### config.mk
export PLATFORM = sky130hd
export DESIGN_NAME = sram_bist_flat
export DESIGN_NICKNAME = d
export VERILOG_FILES = /design/src/rtl/sram_bist_if.sv /design/src/rtl/sram_bist.sv /design/src/flat_wrapper.sv
export SDC_FILE = /design/constraint.sdc
export NUM_CORES = 1
export LEC_CHECK = 0
export CORE_ASPECT_RATIO = 0.75
export CORE_MARGIN = 2
export CORE_UTILIZATION = 50
export DETAILED_ROUTE_END_ITERATION = 12
export GPL_TIMING_DRIVEN = 0
export PLACE_DENSITY = 0.83
export SLEW_MARGIN = 20
export SYNTH_ARGS = -nofsm -noshare
export SYNTH_HDL_FRONTEND = slang
export SYNTH_SLANG_ARGS = --single-unit
### constraint.sdc
create_clock -name i_clk -period 3.1 [get_ports i_clk]
set_input_delay 0.775 -clock i_clk [delete_from_list [all_inputs] [get_ports i_clk]]
set_output_delay 0.775 -clock i_clk [all_outputs]
set_load 0.01 [all_outputs]
### src/rtl/sram_bist_if.sv
// SRAM access bus between the BIST sequencer (master) and the SRAM interface block (slave).
interface sram_bist_if #(
  parameter int ADDR_WIDTH = 20,
  parameter int DATA_WIDTH = 8
);
  logic                  o_m_write;
  logic [ADDR_WIDTH-1:0] o_m_addr;
  logic [DATA_WIDTH-1:0] o_m_wdata;
  logic [DATA_WIDTH-1:0] i_m_rdata;

  modport master (output o_m_write, output o_m_addr, output o_m_wdata, input  i_m_rdata);
  modport slave  (input  o_m_write, input  o_m_addr, input  o_m_wdata, output i_m_rdata);
endinterface

### src/rtl/sram_bist.sv
// Four-pass write/verify SRAM self-test: WR E, RD E, WR ~E, RD ~E over 0..LAST_ADDR,
// reporting pass/fail, a saturating error count and the first failing address/data.
module sram_bist #(
  parameter int          ADDR_WIDTH    = 20,
  parameter int          DATA_WIDTH    = 8,
  parameter int unsigned LAST_ADDR     = (2 ** ADDR_WIDTH) - 1,
  parameter int          ACCESS_CYCLES = 2,
  parameter int          ERR_WIDTH     = 16,
  parameter logic [15:0] LFSR_SEED     = 16'hACE1
) (
  input  logic                  i_clk,
  input  logic                  i_n_reset,
  input  logic                  i_start,
  input  logic [1:0]            i_mode,
  sram_bist_if.master           m_if,
  output logic                  o_busy,
  output logic                  o_done,
  output logic                  o_pass,
  output logic [ERR_WIDTH-1:0]  o_err_count,
  output logic [ADDR_WIDTH-1:0] o_first_err_addr,
  output logic [DATA_WIDTH-1:0] o_first_err_data
);

  localparam int                  CYC_W     = (ACCESS_CYCLES > 1) ? $clog2(ACCESS_CYCLES) : 1;
  localparam logic [CYC_W-1:0]    CYC_LAST  = CYC_W'(ACCESS_CYCLES - 1);
  localparam logic [ADDR_WIDTH-1:0] ADDR_LAST = ADDR_WIDTH'(LAST_ADDR);

  typedef enum logic [2:0] {S_IDLE, S_WR, S_RD, S_WR_INV, S_RD_INV, S_DONE} state_t;

  state_t                r_state, w_state_nxt;
  logic [1:0]            r_mode;
  logic [ADDR_WIDTH-1:0] r_addr;
  logic [CYC_W-1:0]      r_cyc;
  logic [15:0]           r_lfsr;
  logic [ERR_WIDTH-1:0]  r_err;
  logic [ADDR_WIDTH-1:0] r_ferr_addr;
  logic [DATA_WIDTH-1:0] r_ferr_data;

  logic                  w_busy, w_start, w_step, w_pass_end, w_inv, w_rd, w_wr, w_mis;
  logic [15:0]           w_lfsr_nxt;
  logic [31:0]           w_bit_idx;
  logic [DATA_WIDTH-1:0] w_pat, w_exp;

  assign w_busy     = (r_state == S_WR) || (r_state == S_RD) ||
                      (r_state == S_WR_INV) || (r_state == S_RD_INV);
  assign w_start    = i_start && ((r_state == S_IDLE) || (r_state == S_DONE));
  assign w_step     = w_busy && (r_cyc == CYC_LAST);   // last clock of the current access
  assign w_pass_end = w_step && (r_addr == ADDR_LAST);
  assign w_inv      = (r_state == S_WR_INV) || (r_state == S_RD_INV);
  assign w_rd       = (r_state == S_RD) || (r_state == S_RD_INV);
  assign w_wr       = (r_state == S_WR) || (r_state == S_WR_INV);
  assign w_lfsr_nxt = {1'b0, r_lfsr[15:1]} ^ (r_lfsr[0] ? 16'hB400 : 16'h0000);
  assign w_bit_idx  = 32'(r_addr) % 32'(DATA_WIDTH);

  // Pattern generator: E(addr) for the latched mode, inverted during the *_INV passes
  always_comb begin
    w_pat = '0;
    case (r_mode)
      2'd0:    w_pat = DATA_WIDTH'(r_addr);
      2'd1:    w_pat = r_lfsr[DATA_WIDTH-1:0];
      2'd2:    w_pat = DATA_WIDTH'(1) << w_bit_idx;
      default: for (int i = 0; i < DATA_WIDTH; i++) w_pat[i] = ((i % 2) == 0) ^ r_addr[0];
    endcase
    w_exp = w_inv ? ~w_pat : w_pat;
  end

  assign w_mis = w_rd && w_step && (m_if.i_m_rdata != w_exp);

  // State register
  always_ff @(posedge i_clk or negedge i_n_reset) begin
    if (!i_n_reset) r_state <= S_IDLE;
    else            r_state <= w_state_nxt;
  end

  // Next state: each pass advances after its access to LAST_ADDR completes
  always_comb begin
    w_state_nxt = r_state;
    case (r_state)
      S_IDLE, S_DONE: if (i_start)    w_state_nxt = S_WR;
      S_WR:           if (w_pass_end) w_state_nxt = S_RD;
      S_RD:           if (w_pass_end) w_state_nxt = S_WR_INV;
      S_WR_INV:       if (w_pass_end) w_state_nxt = S_RD_INV;
      S_RD_INV:       if (w_pass_end) w_state_nxt = S_DONE;
      default:                        w_state_nxt = S_IDLE;
    endcase
  end

  // Address/LFSR sequencing and error capture; wrap and reseed between passes
  always_ff @(posedge i_clk or negedge i_n_reset) begin
    if (!i_n_reset) begin
      r_mode      <= '0;
      r_addr      <= '0;
      r_cyc       <= '0;
      r_lfsr      <= LFSR_SEED;
      r_err       <= '0;
      r_ferr_addr <= '0;
      r_ferr_data <= '0;
    end else if (w_start) begin
      r_mode      <= i_mode;
      r_addr      <= '0;
      r_cyc       <= '0;
      r_lfsr      <= LFSR_SEED;
      r_err       <= '0;
      r_ferr_addr <= '0;
      r_ferr_data <= '0;
    end else if (w_busy) begin
      if (w_step) begin
        r_cyc <= '0;
        if (w_pass_end) begin
          r_addr <= '0;
          r_lfsr <= LFSR_SEED;
        end else begin
          r_addr <= r_addr + 1'b1;
          r_lfsr <= w_lfsr_nxt;
        end
      end else begin
        r_cyc <= r_cyc + 1'b1;
      end
      if (w_mis) begin
        if (r_err != '1) r_err <= r_err + 1'b1;
        // counter saturates and never returns to zero, so zero means "no error yet"
        if (r_err == '0) begin
          r_ferr_addr <= r_addr;
          r_ferr_data <= m_if.i_m_rdata;
        end
      end
    end
  end

  assign m_if.o_m_write = w_wr;
  assign m_if.o_m_addr  = r_addr;
  assign m_if.o_m_wdata = w_busy ? w_exp : '0;

  assign o_busy           = w_busy;
  assign o_done           = (r_state == S_DONE);
  assign o_pass           = o_done && (r_err == '0);
  assign o_err_count      = r_err;
  assign o_first_err_addr = r_ferr_addr;
  assign o_first_err_data = r_ferr_data;

endmodule

### src/flat_wrapper.sv
// flat-port wrapper written by rule: the top's interface ports become plain ports
module sram_bist_flat 
#(
  parameter int          ADDR_WIDTH    = 20,
  parameter int          DATA_WIDTH    = 8,
  parameter int unsigned LAST_ADDR     = (2 ** ADDR_WIDTH) - 1,
  parameter int          ACCESS_CYCLES = 2,
  parameter int          ERR_WIDTH     = 16,
  parameter logic [15:0] LFSR_SEED     = 16'hACE1
)
  (i_clk, i_n_reset, i_start, i_mode, o_busy, o_done, o_pass, o_err_count, o_first_err_addr, o_first_err_data, m_if_o_m_write, m_if_o_m_addr, m_if_o_m_wdata, m_if_i_m_rdata);
  sram_bist_if #(.ADDR_WIDTH(ADDR_WIDTH), .DATA_WIDTH(DATA_WIDTH)) m_if_i ();
  input  logic i_clk;
  input  logic i_n_reset;
  input  logic i_start;
  input  logic [1:0] i_mode;
  output logic o_busy;
  output logic o_done;
  output logic o_pass;
  output logic [ERR_WIDTH-1:0] o_err_count;
  output logic [ADDR_WIDTH-1:0] o_first_err_addr;
  output logic [DATA_WIDTH-1:0] o_first_err_data;
  output wire logic [$bits(m_if_i.o_m_write)-1:0] m_if_o_m_write;
  output wire logic [$bits(m_if_i.o_m_addr)-1:0] m_if_o_m_addr;
  output wire logic [$bits(m_if_i.o_m_wdata)-1:0] m_if_o_m_wdata;
  input wire logic [$bits(m_if_i.i_m_rdata)-1:0] m_if_i_m_rdata;
  assign m_if_o_m_write = m_if_i.o_m_write;
  assign m_if_o_m_addr = m_if_i.o_m_addr;
  assign m_if_o_m_wdata = m_if_i.o_m_wdata;
  assign m_if_i.i_m_rdata = m_if_i_m_rdata;
  sram_bist #(.ADDR_WIDTH(ADDR_WIDTH), .DATA_WIDTH(DATA_WIDTH), .LAST_ADDR(LAST_ADDR), .ACCESS_CYCLES(ACCESS_CYCLES), .ERR_WIDTH(ERR_WIDTH), .LFSR_SEED(LFSR_SEED)) u_core (.i_clk(i_clk), .i_n_reset(i_n_reset), .i_start(i_start), .i_mode(i_mode), .m_if(m_if_i), .o_busy(o_busy), .o_done(o_done), .o_pass(o_pass), .o_err_count(o_err_count), .o_first_err_addr(o_first_err_addr), .o_first_err_data(o_first_err_data));
endmodule
### Word level (Yosys, flattened, before mapping)

Cells that the tools add are included.

| word-level totals | value |
|---|---|
| input bits | 13 |
| logic and storage cells | 89 |
| bits in registers | 86 |

| operators by class | value |
|---|---|
| multiplexer cells | 33 |
| reductions and logical operators | 26 |
| eq/ne operators | 15 |
| bitwise operators | 3 |
| shifts and indexed selects | 1 |
| $add $sub $neg | 3 |

Operators with widths:

| cell | number |
|---|---|
| 20-bit two-way mux | 8 |
| 16-bit two-way mux | 9 |
| 8-bit two-way mux | 6 |
| 8-bit case mux with 3 select lines | 1 |
| 20-bit by 1-bit adder with 20-bit output (second input constant) | 1 |
| 20-bit equality test (second input constant) | 1 |
| 16-bit by 1-bit adder with 16-bit output (second input constant) | 1 |
| 16-bit logical NOT | 1 |
| 16-bit != test (second input constant) | 1 |
| 15-bit by 16-bit bitwise XOR with 16-bit output | 1 |
| 3-bit two-way mux | 5 |
| 3-bit case mux with 5 select lines | 1 |
| 2-bit nonzero test | 5 |
| 2-bit by 1-bit != test with 1-bit output (second input constant) | 4 |
| 8-bit != test | 1 |
| 8-bit NOT | 1 |
| 1-bit by 3-bit left shift with 8-bit output (first input constant) | 1 |
| 1-bit logical OR | 7 |
| 3-bit by 2-bit equality test with 1-bit output (second input constant) | 2 |
| 3-bit equality test (second input constant) | 2 |
| 1-bit logical AND | 6 |
| 3-bit AND reduction | 2 |
| 5-bit AND reduction | 1 |
| 3-bit by 1-bit equality test with 1-bit output (second input constant) | 1 |
| other kinds (10) | 12 |

### Logic depth before layout (Yosys ltp)

| depth | value |
|---|---|
| word-level depth | 10 |
| mapped depth | 12 |
| mapped depth without buffers | 10 |

### Worst setup path after synthesis

OpenSTA, ideal clock, no wires.

| timing path | value |
|---|---|
| path kind | reg2reg |
| start | register u_core.r_addr[0] (netlist: u_core.m_if.o_m_addr[0]) |
| end | register u_core.r_err[3] (netlist: u_core.o_err_count[3]) |
| arrival | 2.793 ns |
| data required time | 2.979 ns |
| setup slack | 0.186 ns |
| stages on the path, launching flop included | 12 |
| setup time | 0.121 ns |
| cell sequence | dfrtp_1 inv_1 ha_1 and2_0 mux4_1 xnor3_1 a2111oi_4 nand4_2 or2_1 buf_6 and2_4 a22o_1 |

| on the way | value |
|---|---|
| cells in the longest elaborated chain, start to end | 8 |
| elaborated cells between the ends (all ways) | 9 |

Ends and longest elaborated chain:

| item | line | RTL |
|---|---|---|
| start: declaration | sram_bist.sv:32 | `logic [ADDR_WIDTH-1:0] r_addr;` |
| start signal: assignment | sram_bist.sv:113 | `r_addr <= r_addr + 1'b1;` |
| 1-bit by 3-bit left shift with 8-bit output / 1-bit NOT (equally long branches) | n/a |  |
| 8-bit case mux with 3 select lines * | sram_bist.sv:58 | `case (r_mode)` |
| 8-bit NOT | sram_bist.sv:64 | `w_exp = w_inv ? ~w_pat : w_pat;` |
| 8-bit two-way mux * | sram_bist.sv:64 |  |
| 8-bit != test * | sram_bist.sv:67 | `assign w_mis = w_rd && w_step && (m_if.i_m_rdata != w_exp);` |
| 1-bit logical AND * | sram_bist.sv:67 |  |
| 2-bit nonzero test (no line) * | n/a |  |
| 3-bit AND reduction (no line) * | n/a |  |
| end signal: assignment | sram_bist.sv:120 | `if (r_err != '1) r_err <= r_err + 1'b1;` |
| end: declaration | sram_bist.sv:35 | `logic [ERR_WIDTH-1:0] r_err;` |

Mark *: on every way between the ends. The rest lies on a longest branch, timed or not.
A chain may end at the register's enable or synchronous reset.

### Worst setup path in the final report

| timing path | value |
|---|---|
| start | register u_core.r_addr[1] (netlist: u_core.m_if.o_m_addr[1]) |
| end | output m_if_o_m_wdata[7] |

| on the way | value |
|---|---|
| cells in the longest elaborated chain, start to end | 5 |

Ends and longest elaborated chain:

| item | line | RTL |
|---|---|---|
| 1-bit by 3-bit left shift with 8-bit output * | sram_bist.sv:61 | `2'd2: w_pat = DATA_WIDTH'(1) << w_bit_idx;` |
| 8-bit case mux with 3 select lines * | sram_bist.sv:58 |  |
| 8-bit NOT | sram_bist.sv:64 |  |
| 8-bit two-way mux * | sram_bist.sv:64 |  |
| 8-bit two-way mux * | sram_bist.sv:132 | `assign m_if.o_m_wdata = w_busy ? w_exp : '0;` |
| end: declaration | flat_wrapper.sv:25 | `output wire logic [$bits(m_if_i.o_m_wdata)-1:0] m_if_o_m_wdata;` |

Marks and branches as above.

==> results.yml <==
worst_setup_path:
  required_ns: 2.32
  worst_path_max_delay_cell: "mux4_2"
  path_cells: "buf_4 > ha_2 > ha_1 > mux4_2 > xnor2_1 > nor2_1 > clkdlybuf4s15_2"
  startpoint_type: "register"
  criticalPathCategory: "register to output port"
  critPathCaptureType: "output port"
  critPathArrivalTime_ns: 2.28
  max_stage_delay_ns: 0.52
  crit_fanout: 5
die:
  start_util_pct: 51.5
  die_w_um: 119
  rows: 31
  io_pins: 89
  core_mm2: 0.00970
  die_height_um: 90.5
  dieArea_mm2: 0.0108
drt:
  dr_total_vias: 4796
  drtPass1Iterations: 7
  routed_wl_um: 15000
  drt_iter0_drc: 475
  drc_errors: 0
  ant_nets: 0
  wire_per_inst_um: 19.0
  vias_per_cell: 6.09
cts:
  clock_sinks: 86
  htree_levels: 3
  clockBufferDepth: 2
  clk_pin_slew_worst_paths_ns: 0.06
  cts_made_buffers: 9
  ctsRootBufferMaster: "clkbuf_16"
  clkLatencyLatePin_ns: 0.34
  cts_tree: "built"
layout:
  drive_gt1_share_pct: 14.9
  mostFrequentLayoutCells: "clkdlybuf4s50_1 (78), dfrtp_1 (77), nand3_1 (51), nor2_1 (44), o21ai_0 (41)"
  fin_nets: 672
  layout_commonest_cell: "clkdlybuf4s50_1"
  utilization_pct: 67.8
  regArea_mm2: 0.00216
  n_antenna_cell: 0
  syn_to_final_growth_pct: 31.8
  fillers: 731
  multi_input_area_mm2: 0.00260
power:
  power_density_mw_per_mm2: 590
  intPower_uw: 2580
  p_seq_share_pct: 37.6
  netSwitchingFraction_pct: 33.4
  switchingPower_uw: 1300
  clockPowerShare_pct: 28.5
  peakVddDrop_mv: 0.369
  power_leakage_uw: 0.00276
  pwr-share-comb_pct: 33.9
  total_power_uw: 3880
synthesis:
  synth_nets: 563
  synth_flop_cell: "dfrtp_1"
  synthArstFlopShare_pct: 100
  synth_edf_count: 0
  yosysSeqAreaShare_pct: 43.3
  syn_inst: 542
  yosysWarnings: 0
  yosys_register_bits: 86
  yosysUniqueCellTypes: 75
  synth_area_mm2: 0.00499
  syn_avg_cell_area_um2: 9.21
sta:
  fin_skew_ns: 0.00921
  min_period_ns: 3.05
  hold_viol_final: 0
  setup_viol: 0
  tightestPinTransition_ns: 0.760
  drv_slew: 0
  fmax_mhz: 328
  maxSlewHeadroom_pct: 49.2
  min_period_over_period_pct: 98.4
place:
  port_buffers: 87
  gp_congestion: 0.912
  post-dp-hpwl_um: 10300
hold_path:
  hold_path.class: "input pin to async pin"
grt:
  globalRouteTotalUtil_pct: 27.6
  grt_pass1_vias: 4564
  antenna_found_initial: 0
  grt-ovfl-total: 0
  grt_pass1_wl_um: 23600
  grt_start_max_net_pins: 48
status:
  status: "completed"
run:
  drv_cap: 0
-- registers in the layout (all words and copies together), names as in the netlist --
register                 flops
u_core.r_cyc                 1
u_core.m_if.o_m_addr        20
u_core.r_mode                2
u_core.o_first_err_data      8
u_core.o_err_count          16
u_core.r_state               3
u_core.o_first_err_addr     20
u_core.r_lfsr               16
-- layer usage --
layer	global-route usage [%]	share of wire (%)	wire length, um	up-vias
li1	-	-	-	2138
met1	37.9	42	6320	2369
met2	42.9	47	7020	257
met3	7.26	8.9	1340	32
met4	8.73	2.2	325	0
met5	0	0	0	-
-- metrics by stage --
stage / area, um^2 / cells / hold WS, ns / setup TNS [ns] / worst slack (ns)
floorplan: 4990 / 542 / 0.451 / 0 / 0.186
global placement: 6030 / 761 / 0.466 / -151.98 / -1.81
detailed placement: 6050 / 762 / 0.481 / -6.02 / -0.211
CTS: 6460 / 786 / 0.443 / 0 / 0.000767
global route: 6580 / 788 / 0.463 / -0.0150 / -0.00846
finish: 6580 / 788 / 0.423 / 0 / 0.0491
-- final timing paths --
kind,from,to,slack (ns),cells past startpoint
max in group asynchronous,i_n_reset,u_core.r_lfsr[13],1.98,2
worst min-delay path,i_n_reset,u_core.o_first_err_addr[18],0.42,1
worst max register to register,u_core.m_if.o_m_addr[0],u_core.o_err_count[2],0.07,11
worst max-delay path,u_core.m_if.o_m_addr[1],m_if_o_m_wdata[7],0.05,7
min in group i_clk,u_core.r_lfsr[12],u_core.r_lfsr[12],0.49,2
worst min register to register,u_core.r_lfsr[12],u_core.r_lfsr[12],0.49,2
-- cell usage after synthesis, types with 12 or more instances --
cell type	count	area share, %
a21oi_1	14	1.4
clkbuf_1	16	1.2
dfrtp_1	78	39
inv_1	34	2.6
nand2_1	40	3.0
nand3_1	51	5.1
nor2_1	46	3.5
nor3_1	16	1.6
o21ai_0	44	4.4
or3_1	12	1.5
xnor2_1	26	4.6
-- layout make-up --
type                            count  area share, %
Multi-Input combinational cell    387           39.5
Sequential cell                    86           32.9
Timing Repair Buffer               99           15.0
Clock buffer                       13           3.96
Buffer                             33           3.39
Tap cell                          132           2.51
Inverter                           35           2.07
Clock inverter                      3          0.647
-- what timing repair did --
| action | CTS | global route |
|---|---|---|
| gates resized for setup | 27 | 33 |
| pin swaps | 3 | 7 |
| hold buffers | 0 | 0 |
| buffers inserted | 9 | 1 |
| endpoints found under the setup margin | 52 | 55 |
| cloned | 0 | 1 |
-- critical path: cells and delay by family, from the launching register on --
| kind | cells | cell delay (ns) |
|---|---|---|
| xor gates and xnor gates | 1 | 0.15 |
| and+or+nand+nor | 1 | 0.08 |
| DFF | 1 | 0.40 |
| adders and majority gates | 2 | 0.39 |
| muxes | 1 | 0.52 |
| buffers and inverters | 2 | 0.39 |
-- kinds of logic after synthesis --
kind of cell	after synthesis	share of synthesized area, %
AND/OR/NAND/NOR	225	23.7
AO/OA/AOI/OAI	118	16.9
flip-flops	86	43.3
buffers and inverters	69	6.64
XOR/XNOR	28	5.19
multiplexers	8	2.31
adder cells (fa/ha/maj)	8	2.01
-- power groups by stage --
stage | logic, uW | registers, uW | clock network, uW
floorplan | 750 | 1440 | 0
global placement | 1120 | 1450 | 0
detailed placement | 1170 | 1460 | 0
CTS | 1210 | 1450 | 1110
global route | 1410 | 1470 | 1150
finish | 1320 | 1460 | 1100
(Power assumes the default switching activity.)
